===== src/rtl/piso_shift_reg.sv =====
// Parallel-in serial-out shift register: the transmit end of a single-bit serial link.
// Optional even-parity trailer bit when the PISO_PARITY_EN macro is defined.
module piso_shift_reg #(
  parameter int WIDTH      = 8,
  parameter bit MSB_FIRST  = 1'b1,
  parameter bit IDLE_LEVEL = 1'b0
) (
  input  logic             clk,
  input  logic             rst,
  input  logic             load_valid,
  output logic             load_ready,
  input  logic [WIDTH-1:0] din,
  input  logic             shift_en,
  output logic             sout,
  output logic             sout_valid,
  output logic             busy,
  output logic             done
);

  localparam int CNT_W = $clog2(WIDTH + 2);
  localparam logic [CNT_W-1:0] LAST_DATA = CNT_W'(WIDTH - 1);

`ifdef PISO_PARITY_EN
  typedef enum logic [1:0] {
    ST_IDLE   = 2'd0,
    ST_SHIFT  = 2'd1,
    ST_PARITY = 2'd2
  } state_t;
`else
  typedef enum logic {
    ST_IDLE  = 1'b0,
    ST_SHIFT = 1'b1
  } state_t;
`endif

  state_t           state_r, state_s;
  logic [WIDTH-1:0] shreg_r, shreg_s;
  logic [CNT_W-1:0] cnt_r, cnt_s;
  logic             done_r, done_s;
`ifdef PISO_PARITY_EN
  logic             parity_r, parity_s;

  function automatic logic even_parity(input logic [WIDTH-1:0] w);
    return ^w;
  endfunction
`endif

  // Vacated positions are back-filled with the idle level.
  function automatic logic [WIDTH-1:0] shift_once(input logic [WIDTH-1:0] w);
    if (MSB_FIRST) begin
      return {w[WIDTH-2:0], IDLE_LEVEL};
    end else begin
      return {IDLE_LEVEL, w[WIDTH-1:1]};
    end
  endfunction

  // Next-state logic: capture, shift and frame-end detection.
  always_comb begin
    state_s  = state_r;
    shreg_s  = shreg_r;
    cnt_s    = cnt_r;
    done_s   = 1'b0;
`ifdef PISO_PARITY_EN
    parity_s = parity_r;
`endif
    case (state_r)
      ST_IDLE: begin
        if (load_valid) begin
          state_s  = ST_SHIFT;
          shreg_s  = din;
          cnt_s    = {CNT_W{1'b0}};
`ifdef PISO_PARITY_EN
          parity_s = even_parity(din);
`endif
        end else begin
          state_s = ST_IDLE;
        end
      end
      ST_SHIFT: begin
        if (shift_en) begin
          shreg_s = shift_once(shreg_r);
          cnt_s   = cnt_r + CNT_W'(1);
          if (cnt_r == LAST_DATA) begin
`ifdef PISO_PARITY_EN
            state_s = ST_PARITY;
`else
            state_s = ST_IDLE;
            done_s  = 1'b1;
`endif
          end else begin
            state_s = ST_SHIFT;
          end
        end else begin
          state_s = ST_SHIFT;
        end
      end
`ifdef PISO_PARITY_EN
      ST_PARITY: begin
        if (shift_en) begin
          cnt_s   = cnt_r + CNT_W'(1);
          state_s = ST_IDLE;
          done_s  = 1'b1;
        end else begin
          state_s = ST_PARITY;
        end
      end
`endif
      default: begin
        state_s = ST_IDLE;
      end
    endcase
  end

  // State and datapath registers with synchronous reset.
  always_ff @(posedge clk) begin
    if (rst) begin
      state_r  <= ST_IDLE;
      shreg_r  <= {WIDTH{1'b0}};
      cnt_r    <= {CNT_W{1'b0}};
      done_r   <= 1'b0;
`ifdef PISO_PARITY_EN
      parity_r <= 1'b0;
`endif
    end else begin
      state_r  <= state_s;
      shreg_r  <= shreg_s;
      cnt_r    <= cnt_s;
      done_r   <= done_s;
`ifdef PISO_PARITY_EN
      parity_r <= parity_s;
`endif
    end
  end

  // Serial bit selection: head of the register, parity trailer, or idle level.
  always_comb begin
    sout = IDLE_LEVEL;
    case (state_r)
      ST_SHIFT: begin
        sout = MSB_FIRST ? shreg_r[WIDTH-1] : shreg_r[0];
      end
`ifdef PISO_PARITY_EN
      ST_PARITY: begin
        sout = parity_r;
      end
`endif
      default: begin
        sout = IDLE_LEVEL;
      end
    endcase
  end

  assign load_ready = (state_r == ST_IDLE);
  assign busy       = (state_r != ST_IDLE);
  assign sout_valid = (state_r != ST_IDLE);
  assign done       = done_r;

endmodule


===== config.mk =====
export PLATFORM = sky130hd
export DESIGN_NAME = piso_shift_reg
export DESIGN_NICKNAME = d
export VERILOG_FILES = /design/src/rtl/piso_shift_reg.sv
export SDC_FILE = /design/constraint.sdc
export NUM_CORES = 1
export LEC_CHECK = 0
export BUFFER_PORTS_ARGS = -buffer_cell sky130_fd_sc_hd__buf_2
export CAP_MARGIN = 25
export CORE_MARGIN = 4
export CORE_UTILIZATION = 35
export DETAILED_ROUTE_END_ITERATION = 7
export HOLD_SLACK_MARGIN = 0.02
export PLACE_DENSITY = 0.67
export SLEW_MARGIN = 20
export SYNTH_ARGS = -nofsm -noshare
export SYNTH_HDL_FRONTEND = slang
export SYNTH_SLANG_ARGS = --single-unit

===== constraint.sdc =====
create_clock -name clk -period 2.2 [get_ports clk]
set_input_delay 0.22 -clock clk [delete_from_list [all_inputs] [get_ports clk]]
set_output_delay 0.22 -clock clk [all_outputs]
set_load 0.01 [all_outputs]

# Word level (Yosys, flattened, before mapping)
# Cells that the tools add are included.
[op_classes]
n_addsub = 1
n_eq_ne = 3
muxes = 12
bitwise = 2
reduce_logical = 2
[ops]
columns = ["op", "count"]
rows = [
  ["$mux W8", 2],
  ["$pmux W8 S2", 1],
  ["$mux W4", 2],
  ["$pmux W4 S2", 1],
  ["$mux W1", 5],
  ["$add A4 B1 Y4 const B", 1],
  ["$eq A4 B3 Y1 const B", 1],
  ["$ne A2 B2 Y1 const B", 2],
  ["$reduce_or A3 Y1", 1],
  ["$not A1 Y1", 2],
  ["$pmux W1 S2", 1],
  ["$reduce_and A2 Y1", 1],
]
[totals]
regBits = 14
in_bits = 12
wordCells = 24

# Depth between registers and ports, before layout
[logic_depth]
ltp_word = 4
depth_mapped = 5
depth_no_buf = 4

# Worst setup path after synthesis
# Ideal clock, no wire load.
[synth_path]
path_type = "register to register"
start = "register state_r (netlist: busy)"
end = "register shreg_r[1]"
setup_time_ns = 0.124
arrival_ns = 1.161
required_time_ns = 2.076
slack_ns = 0.915
stages_incl_launch_ff = 6
period_less_slack_ns = 1.285
cell_sequence = "dfxtp_1 > buf_6 > mux2_4 > buf_6 > nor2_1 > a211oi_2"
[synth_via]
elab_chain_cells = 3
[synth_rtl]
columns = ["item", "line", "rtl"]
rows = [
  ["from (decl)", "36", "state_t state_r, state_s;"],
  ["from (signal assigned)", "125", "state_r <= state_s;"],
  ["$not A1 Y1 (no source line)", "n/a", ""],
  ["$ne A2 B2 Y1 (no source line)", "n/a", ""],
  ["$reduce_and A2 Y1 (no source line)", "n/a", ""],
  ["to (signal assigned)", "118", "shreg_r <= {WIDTH{1'b0}};"],
  ["to (signal assigned)", "126", "shreg_r <= shreg_s;"],
  ["to (decl)", "37", "logic [WIDTH-1:0] shreg_r, shreg_s;"],
]
# Parallel ways exist; a longest one is shown, timed or not.
# A chain may end at the register's enable or synchronous reset.

# Final worst setup path
[layout_path]
start = "register state_r (netlist: busy)"
end = "output load_ready"
[layout_via]
elab_chain_cells = 1
[layout_rtl]
columns = ["item", "line", "rtl"]
rows = [
  ["$not A1 Y1 (no source line)", "n/a", ""],
  ["to (decl)", "11", "output logic load_ready,"],
]
# No other way between the ends.

==> reports/qor.csv <==
stage;metric;value;unit
worst_setup_path;critical-path cell list;buf_4 > inv_1 > buf_2;
min_path;worst min path class;input pin to flop;
sta;worst slew pin tran;0.364;ns
synthesis;yosys synthesis warning count;0;
floorplanning;row count;15;
synthesis;Synth top area share;0.413;
global_route;vias in the first global route;522;
clock_network;post-cts sizing count;0;
clock_network;Clock Latency Late Sink;0.27;ns
min_path;hold path cells;3;
worst_setup_path;Critical Path AT;1.24;ns
global_route;first-pass GRT wire length;2.13;mm
routing;vias;505;
global_route;GRT overflow;0;
min_path;Hold Startpoint;din[0];
placement;Port Buffers;16;
routing;Initial DRT Pass Iterations;4;
global_route;met2 usage;0.201;
synthesis;syn_nets;79;
final_layout;most frequent cells in the layout;buf_2, dfxtp_1, nor2_1, mux2i_1, a211oi_2;
routing;drt wl/cell;12.2;um
pwr;Power Density;646;mW/mm2
worst_setup_path;required time worst endpoint;1.98;ns
floorplanning;Core Footprint;0.00178;mm2
final_layout;Area Overhead vs Synth;14.9;%
worst_setup_path;Reg-to-Reg Start;busy;
sta;fin crit share;0.664;
global_route;met1 Usage GRT;0.105;
clock_network;Post-CTS Setup Inserts;0;
synthesis;EDFF count, synth;0;
global_route;GRT Total Usage;0.107;
routing;Final ANT Viol Nets;0;
global_route;initial antenna violation count;0;
synthesis;Synth Flop Type;dfxtp_1;
global_route;global route hottest layer;met2;
sta;clk_skew;0.000862;ns
floorplanning;initial core utilization;0.381;
final_layout;post-route cell area;781;um2
clock_network;TritonCTS clock tree;yes;
run_status;outcome;complete, no violations;
synthesis;proportion of synthesized chip area in sequential cells;0.413;
global_route;met3 GRT Util;0.0229;
worst_setup_path;Worst setup SP type;flop;
worst_setup_path;slowest stage delay, CP;0.54;ns
sta;final hold violations;0;
worst_setup_path;Setup Crit Path Kind;flop to output port;
final_layout;# diodes;0;
floorplanning;Die Ht;52.1;um
sta;RSZ-0062 raised after global routing;no;
sta;Post-Route Setup TNS;0;ns
synthesis;Syn Area/Cell;10.3;um2
worst_setup_path;R2R setup slack;0.87;ns
placement;DP Wirelength;989;um
placement;routability congestion estimate;0.717;
floorplanning;die width;52.1;um
clock_network;H-tree Lvls;1;
synthesis;Cell Area, Synth;679;um2
routing;DR vias/cell;4.76;
final_layout;share of layout cells above drive strength 1;0.370;
routing;drt drc;0;
worst_setup_path;CP max FO;10;
worst_setup_path;CP max stage cell;dfxtp_1;
synthesis;Seq cells post-synth;14;
clock_network;Max Buffers Root-to-Sink;2;
worst_setup_path;CP delay by family, top;flip-flops;
final_layout;commonest non-fill, non-tap cell in the layout;buf_2;
sta;fmax;684;MHz
floorplanning;total die area;0.00271;mm2
floorplanning;Ports;17;
synthesis;FFs w/ async S/R, synth;0;
synthesis;Gate Count Post-Synth;66;
clock_network;clock sink total;14;
routing;DRT iter0 DRCs;13;
sta;# setup viols final;0;
worst_setup_path;buffer and inverter count on the worst path;3;
synthesis;synth top area cells;dfxtp_1, a211oi_2, mux2i_1;
sta;Relative slew margins;0.757;
clock_network;CTS Root Cell;clkbuf_4;
synthesis;Netlist cell types;21;
clock_network;CTS Hold Buffers Added;0;
min_path;Worst Hold Path EP;shreg_r[0];
global_route;largest net degree at the start of global routing;16;
worst_setup_path;CP Capture Type;output port;
synthesis;area leader, netlist;dfxtp_1;
sta;pins over their slew limit;0;
pwr;Static Leak;0.324;nW
clock_network;CTS buffer count;3;
worst_setup_path;Crit Reg-Reg Endpoint;cnt_r[3];
sta;Tmin final;1.46;ns
worst_setup_path;R2R depth;3;
final_layout;Final nets;96;
flow_run;maxcap violations;0;
pwr;Peak VDD IR;0.000299;V
clock_network;clock transition at the registers of the reported paths;0.08;ns
placement;DP Area;758;um2
routing;Routed WL;1.29;mm
## synth_stat cells (2+ instances only)
library cell / instances
dfxtp_1: 14
nor2_1: 13
a211oi_2: 8
mux2i_1: 8
a21oi_1: 2
a22oi_1: 2
and2_1: 2
buf_2: 2
buf_6: 2
nor3b_1: 2
## power breakdown
part / switching, W / internal [W] / total (W)
logic: 0.0000462 / 0.0000403 / 0.0000864
registers: 0.0000121 / 0.000269 / 0.000281
clock network: 0.0000737 / 0.0000632 / 0.000137
total: 0.000132 / 0.000373 / 0.000505
## state kept, by name (all words and copies together) (netlist names)
register / count
shreg_r: 8
cnt_r: 4
busy: 1
done: 1
## area by class of cell
type,instances,area [um2]
clock buffer,3,22.5
fill,183,1000
inverter,1,3.75
multi-input combinational,46,355
sequential,14,280
tap,25,31.3
timing repair buffer,17,87.6
## per-layer routing
metal  wire (um)  share of wire
met5           0              0
met4           0              0
met3          56          0.043
met2         713           0.55
met1         519           0.40
## how the worst max path moves through the flow
stage / startpoint / end / slack, ns / cells after the start
3_5_place_dp: busy / cnt_r[3] / 0.88 / 3
3_3_place_gp: busy / cnt_r[3] / 0.92 / 3
2_1_floorplan: busy / shreg_r[1] / 0.91 / 5
5_1_grt: busy / load_ready / 0.64 / 3
4_1_cts: busy / load_ready / 0.73 / 3
6_report: busy / load_ready / 0.74 / 3
## worst reg2reg max path: cells and delay by family (launching register included)
kind | cells | cell delay, ns
flip-flops | 1 | 0.54
multiplexers | 1 | 0.28
AND/OR/NAND/NOR | 2 | 0.40
## per-stage QoR
stage	hold WS, ns	power, W	instances	util	setup WS, ns
final	0.227	0.000505	106	0.438	0.738
after global routing	0.252	0.000536	106	0.438	0.640
after CTS	0.234	0.000512	106	0.438	0.731
after detailed placement	0.518	0.000375	103	0.425	0.879
after global placement	0.485	0.000371	103	0.425	0.918
after floorplan	0.285	0.000354	66	-	0.915
## logic make-up (layout without fill, tap and decap cells)
group / Yosys count / after routing / share of synthesized area
compound gates: 13 / 13 / 0.192
simple gates: 22 / 22 / 0.157
fa+ha+maj: 1 / 1 / 0.0184
mux: 10 / 10 / 0.157
buf+inv: 6 / 21 / 0.0645
flops: 14 / 14 / 0.413
Power figures use the tool's default switching activity.
